[config.mk]
export PLATFORM = sky130hd
export DESIGN_NAME = a2bus_packet_fifo
export DESIGN_NICKNAME = d
export VERILOG_FILES = /design/src/rtl/a2bus_packet_fifo.sv
export SDC_FILE = /design/constraint.sdc
export NUM_CORES = 1
export LEC_CHECK = 0
export CAP_MARGIN = 20
export CORE_AREA = 2 2 302 215
export DETAILED_ROUTE_END_ITERATION = 8
export DIE_AREA = 0 0 304 217
export DONT_BUFFER_PORTS = 1
export GPL_ROUTABILITY_DRIVEN = 0
export MAX_ROUTING_LAYER = met4
export SETUP_SLACK_MARGIN = 0.5
export SLEW_MARGIN = 30
export SYNTH_ARGS = -nofsm -noshare
export SYNTH_HDL_FRONTEND = slang
export SYNTH_SLANG_ARGS = --single-unit
[constraint.sdc]
create_clock -name clk_i -period 5.4 [get_ports clk_i]
set_clock_uncertainty 0.15 [all_clocks]
set_input_delay 1.08 -clock clk_i [delete_from_list [all_inputs] [get_ports clk_i]]
set_output_delay 1.08 -clock clk_i [all_outputs]
set_load 0.02 [all_outputs]
[src/rtl/a2bus_packet_fifo.sv]
// Show-ahead packet FIFO between Apple II bus capture and the serializer.
// Ports: clk_i/rst_n (sync, active-low), wr_i/data_i push side,
//   pkt_valid_o/pkt_data_o/pkt_busy_i head side, full_o, level_o,
//   drop_count_o, overflow_o status. Drop runs are reported in-band
//   by a marker packet {16'hFFFF, run_cnt, 8'h02}.
module a2bus_packet_fifo #(
  parameter bit ENABLE     = 1'b1,
  parameter int DEPTH_LOG2 = 4
) (
  input  logic                  clk_i,
  input  logic                  rst_n,
  input  logic                  wr_i,
  input  logic [31:0]           data_i,
  output logic                  pkt_valid_o,
  output logic [31:0]           pkt_data_o,
  input  logic                  pkt_busy_i,
  output logic                  full_o,
  output logic [DEPTH_LOG2:0]   level_o,
  output logic [15:0]           drop_count_o,
  output logic                  overflow_o
);

  localparam int DEPTH = 1 << DEPTH_LOG2;

  localparam logic ST_NORMAL    = 1'b0;
  localparam logic ST_MARK_PEND = 1'b1;

  logic [31:0]           mem_q [DEPTH];
  logic [DEPTH_LOG2-1:0] wptr_q, wptr_d;
  logic [DEPTH_LOG2-1:0] rptr_q, rptr_d;
  logic [DEPTH_LOG2:0]   level_q, level_d;
  logic [15:0]           drop_cnt_q, drop_cnt_d;
  logic                  ovf_q, ovf_d;
  logic [7:0]            run_cnt_q, run_cnt_d;
  logic                  state_q, state_d;

  logic                  wr_en;
  logic                  valid;
  logic                  pop;
  logic                  space;
  logic                  push;
  logic                  drop;
  logic [31:0]           push_data;

  assign wr_en = wr_i & ENABLE;
  assign valid = (level_q != '0);
  assign pop   = valid & ~pkt_busy_i;
  // level never exceeds DEPTH, so the MSB alone means full.
  // A same-cycle pop frees the slot the push needs.
  assign space = ~level_q[DEPTH_LOG2] | pop;

  always_comb begin
    state_d    = state_q;
    run_cnt_d  = run_cnt_q;
    drop_cnt_d = drop_cnt_q;
    ovf_d      = ovf_q;
    wptr_d     = wptr_q;
    rptr_d     = rptr_q;
    level_d    = level_q;
    push       = 1'b0;
    drop       = 1'b0;
    push_data  = data_i;

    unique case (state_q)
      ST_NORMAL: begin
        if (wr_en) begin
          if (space) begin
            push = 1'b1;
          end else begin
            drop      = 1'b1;
            state_d   = ST_MARK_PEND;
            run_cnt_d = (run_cnt_q == 8'hFF) ? run_cnt_q
                                             : run_cnt_q + 8'd1;
          end
        end
      end
      default: begin
        if (space) begin
          // Marker takes the slot; a coincident write starts a new run.
          push      = 1'b1;
          push_data = {16'hFFFF, run_cnt_q, 8'h02};
          if (wr_en) begin
            drop      = 1'b1;
            run_cnt_d = 8'd1;
          end else begin
            run_cnt_d = 8'd0;
            state_d   = ST_NORMAL;
          end
        end else if (wr_en) begin
          drop      = 1'b1;
          run_cnt_d = (run_cnt_q == 8'hFF) ? run_cnt_q
                                           : run_cnt_q + 8'd1;
        end
      end
    endcase

    if (drop) begin
      ovf_d      = 1'b1;
      drop_cnt_d = (drop_cnt_q == 16'hFFFF) ? drop_cnt_q
                                            : drop_cnt_q + 16'd1;
    end

    if (push) wptr_d = wptr_q + 1'b1;
    if (pop)  rptr_d = rptr_q + 1'b1;

    if (push && !pop)      level_d = level_q + 1'b1;
    else if (pop && !push) level_d = level_q - 1'b1;
  end

  always_ff @(posedge clk_i) begin
    if (!rst_n) begin
      wptr_q     <= '0;
      rptr_q     <= '0;
      level_q    <= '0;
      drop_cnt_q <= '0;
      ovf_q      <= 1'b0;
      run_cnt_q  <= '0;
      state_q    <= ST_NORMAL;
    end else begin
      wptr_q     <= wptr_d;
      rptr_q     <= rptr_d;
      level_q    <= level_d;
      drop_cnt_q <= drop_cnt_d;
      ovf_q      <= ovf_d;
      run_cnt_q  <= run_cnt_d;
      state_q    <= state_d;
    end
  end

  // Storage needs no reset; the pointers and level define what is live.
  always_ff @(posedge clk_i) begin
    if (rst_n && push) mem_q[wptr_q] <= push_data;
  end

  assign pkt_valid_o  = ENABLE & valid;
  assign pkt_data_o   = pkt_valid_o ? mem_q[rptr_q] : 32'h0;
  assign full_o       = ENABLE & level_q[DEPTH_LOG2];
  assign level_o      = ENABLE ? level_q : '0;
  assign drop_count_o = ENABLE ? drop_cnt_q : 16'h0;
  assign overflow_o   = ENABLE & ovf_q;

endmodule

After elaboration in Yosys (flattened, before gate mapping) --
Memory sizes are Yosys's and may differ from the RTL's. A register that Yosys moved wholly into a read port is not among the register bits. Index checks and enable logic that the tools add are counted.
Cells by class: add/sub/neg operators 6, multiplexer cells 25, reductions and logical operators 11, bitwise operators 5, equality and inequality tests 3
Operator list (count):
- $mux 32 | 3
- $mux 8 | 6
- $add 16x1->16 const B | 1
- $eq 16x16->1 const B | 1
- $mux 1 | 12
- $mux 5 | 2
- $add 4x1->4 const B | 2
- $add 8x1->8 const B | 1
- $eq 8x8->1 const B | 1
- $mux 4 | 2
- $reduce_bool 2->1 | 3
- $add 5x1->5 const B | 1
- $reduce_bool 5->1 | 1
- $sub 5x1->5 const B | 1
- $logic_and 1x1->1 | 3
- $not 1->1 | 3
- $reduce_and 3->1 | 1
- $logic_not 1->1 | 2
- $ne 2x2->1 const B | 1
- $reduce_and 2->1 | 1
- $and 1x1->1 | 1
- $or 1x1->1 | 1
Storage, ports and cells: memory bits (writable) 512, register bits after elaboration 39, memories kept 1, input port bits 36
Memories:
- mem_q | depth 16, width 32, rd ports 1, clocked after Yosys merged registers in 1, write ports 1, RTL line 28 | logic [31:0] mem_q [DEPTH];

Logic depth before layout (Yosys ltp) --
word-level depth 10, mapped depth 11, mapped depth without buffers 10

Least setup slack after synthesis --
OpenSTA, ideal clock, no wires.
path type input to register, start input pkt_busy_i, end memory mem_q[0][0], enable pin, data arrival time 4151 ps, library setup time 461 ps, buffers on the path 1, path slack 638 ps, cell stages on the path 5, cell sequence buf_2 > a2bb2oi_1 > and2_1 > nand2_1 > nor3_1
Between the ends: cells in the longest elaborated chain, start to end 9
Ends and longest elaborated chain:
- from (decl) | RTL line 16 | input logic pkt_busy_i,
- $not 1->1 * | RTL line 47 | assign pop = valid & ~pkt_busy_i;
- $and 1x1->1 * | RTL line 47
- $or 1x1->1 * | RTL line 50 | assign space = ~level_q[DEPTH_LOG2] | pop;
- $mux 1 * | RTL line 67, 78
- $mux 1 | RTL line 66 | if (wr_en) begin
- $mux 1 * | RTL line 64 | unique case (state_q)
- $logic_and 1x1->1 * | RTL line 132 | if (rst_n && push) mem_q[wptr_q] <= push_data;
- $mux 1 * | RTL line 132
- $mux 1 (implied by the code) * | RTL line 132
- to (decl) | RTL line 28
Every way passes the cells marked *; elsewhere a longest branch is shown, timed or not.

Final worst setup path --
start register level_q[4], in the netlist level_o[4], end output pkt_data_o[3]
Between the ends: cells in the longest elaborated chain, start to end 2
Ends and longest elaborated chain:
- from (decl) | RTL line 31 | logic [DEPTH_LOG2:0] level_q, level_d;
- from (signal assigned) | RTL line 122 | level_q <= level_d;
- $reduce_bool 5->1 | RTL line 46 | assign valid = (level_q != '0);
- net pkt_valid_o | RTL line 14 | output logic pkt_valid_o,
- $mux 32 | RTL line 136 | assign pkt_data_o = pkt_valid_o ? mem_q[rptr_q] : 32'h0;
- to (decl) | RTL line 15 | output logic [31:0] pkt_data_o,
The timed path passes the listed nets, and every way through them passes these cells.

==> results.md <==
- Run status: complete, no violations
- Largest net degree at the start of global routing: 55
- Global-route wire length before repair: 72440 um
- Reg-to-reg slack, setup: 2160 ps
- Final WL: 48550 um
- DR WL/cell: 24.13 um
- Max-Slew Margin vs Limit: 41.19%
- Slowest stage delay, CP: 750 ps
- Fin cells: 2012
- P_leak: 7.464 nW
- Vias: 10448
- Postcts setup bufs: 0
- Clock tree sinks: 555
- H-tree depth: 2
- Sequential fraction of the synthesis area: 74.28%
- Fin area: 24790 sq um
- CP delay by family, top: flip-flops
- Initial DRC count: 855
- RSZ-0062 raised after global routing: no
- I/O Pins: 92
- Asr flop ratio synth: 0%
- Count leader, synth: edfxtp_1
- Die area: 65970 sq um
- Internal: 7.962 mW
- CP Cell Sequence: inv_1, nand2_1, nand2b_2, buf_4, o22ai_1
- Total power: 11.07 mW
- Endpoints failing hold: 0
- Remaining antenna violation count: 0
- DR pass1 iterations: 5
- Clock tree buffer depth: 3
- Max Freq: 0.2279 GHz
- Worst setup margin: 1013 ps
- Worst-skew pair later-pin latency: 570 ps
- Top post-synthesis cells by area: edfxtp_1 70%, mux4_2 13%, dfxtp_1 3.9%
- Placed cell count: 1915
- Hold_sp: rptr_q[3]
- Syn nets: 1144
- Final setup fails: 0
- NetSw: 3.111 mW
- Core area: 63530 sq um
- Initial antenna violation count: 4
- CTS tree: built
- Number of remaining DRC errors: 0
- CP Max Fanout: 23
- #FFs+latches synth: 555
- Count of cell types in the netlist: 51
- Cts repair resizes: 0
- Die W: 304 um
- Post-synth EDFFs: 512
- Grt total ovfl: 0
- Sw frac: 28.09%
- Initial Util: 34.40%
- Post-layout min period: 4387 ps
- Num CTS Buffers: 52
- CP required: 4170 ps
- CP Launch Point: level_o[4]
- Synth Flop Type: edfxtp_1
- Cell area power density: 446.7 nW/um^2
- Worst IR drop on VDD: 0.2037 mV
- Final Cycle Share: 81.24%
- P&R area growth vs syn: 13.39%
- Setup CP Type: reg -> out
- Hold_buf cts: 0
- Clk pin slew, worst setup/hold paths: 60 ps
- Post-Syn Area: 21860 sq um
- WHS: 363.1 ps
- Combinational power share: 21.2%
- CP Buf/Inv Count: 2
- Clock power share: 33.1%
- Maxcap violations: 0
- Die Height: 217 um
- Yosys Warn Count: 0
- CP max stage cell: dfxtp_1
- Setup_tns: 0 ps
- Hold crit path type: reg -> reg
- Startpoint type of the worst setup path: register
- Reg2reg path depth: 5
- Std cell rows: 78
- Pre-CTS setup slack: 1568 ps
- Reg2reg start: level_o[4]
- Commonest cells in the netlist: 512 x edfxtp_1, 128 x mux4_2, 71 x mux2i_1, 45 x nand2_1, 43 x dfxtp_1
- Slew Viols, Final: 0
- Crit path DAT: 3160 ps
- Mapped Cells: 1096
- Share of cells above drive strength 1: 22.82%
- Area post-placement: 23080 sq um
- Layout Nets: 1177
- Post-DP HPWL: 28680 um
- Via density per instance: 5.193
- Sequential share of power: 45.7%
- Top-area cell type share of the netlist area: 70.34%
- Post-layout util: 39.01%
- Reg2reg end: mem_q[11][9]
- Synth area leader: edfxtp_1
- Vias in the first global route: 11053
- Mean Syn Cell Area: 19.94 sq um
- WHS Path Cells: 2
- Worst setup EP type: primary output
- Total global-route track usage: 15.27%
- Number of I/O port buffers: 0
- Worst Tran Pin Value: 882.1 ps
- Root buffer cell: clkbuf_16
==> tightest hold or removal path, stage by stage (launching register included) <==
cell and delay (ps):
dfxtp_1 330, xnor2_1 110, nor2_1 40
==> kinds of logic after synthesis <==
kind of cell    Yosys count  share of synthesized area, %
xor+xnor                 11                        0.4407
mux                     199                         16.44
flops                   555                         74.28
fa+ha+maj                12                        0.7212
compound gates           87                         2.582
simple gates            165                         3.984
buf+inv                  67                         1.557
==> final cells by class <==
cell class | instances | area, sq um
Fill cell | 5607 | 38750
Sequential cell | 555 | 16250
Multi-Input combinational cell | 474 | 5410
Clock buffer | 63 | 1385
Tap cell | 840 | 1051
Timing Repair Buffer | 35 | 332.8
Clock inverter | 32 | 314.1
Inverter | 11 | 41.29
Antenna cell | 2 | 5.005
==> state kept, by name, indices dropped and copies added (netlist names), named ones only <==
name          flops
state_q           1
overflow_o        1
rptr_q            4
drop_count_o     16
run_cnt_q         8
level_o           5
wptr_q            4
mem_q           512
==> power by group through the flow <==
| stage | sequential, mW | clock (mW) | combinational, mW |
|---|---|---|---|
| final | 5.06 | 3.66 | 2.35 |
| after global routing | 5.09 | 3.91 | 2.55 |
| after floorplan | 5.00 | 0 | 1.96 |
| after CTS | 5.07 | 3.74 | 2.42 |
| after detailed placement | 5.16 | 0 | 2.42 |
| after global placement | 5.16 | 0 | 2.38 |
==> per-layer routing <==
metal  track usage (%)  vias to the layer above  part of all wire (%)
met4             3.765                        0                   2.3
li1                  -                     4583                     -
met2             24.18                      251                    47
met5                 -                        -                     0
met1             20.63                     5546                    46
met3             2.668                       68                   4.8
==> placed cells by master (no fill, tap or decap), types with 4 or more instances in the layout <==
master     instances
dfxtp_1           40
nand2_1           43
nand3_1           10
o22ai_1           32
bufinv_16          6
ha_1              11
and2_1             9
mux4_2           128
nor3_1             6
mux2i_1           71
or4_1              9
xor2_1             6
inv_1             10
clkbuf_16         54
nand2b_1          19
nand4_1            6
o21ai_0            6
a21oi_1           20
xnor2_1            5
buf_4             30
clkinv_2           5
nor2_1            23
buf_12             4
clkbuf_1           9
nor3_2             4
edfxtp_1         512
and3_1             6
o31ai_1           10
clkinv_1          16
nor2_4            12
==> worst max path at each step <==
stage                                to  slack [ps]  cells after the start
after floorplan             mem_q[0][0]         640                      5
after global placement    pkt_data_o[3]        1470                      4
after detailed placement  pkt_data_o[6]        1570                      5
after CTS                 pkt_data_o[3]         940                      5
after global routing      pkt_data_o[6]         830                      5
final                     pkt_data_o[3]        1010                      5
No activity file was read; power rests on OpenSTA's default activity.
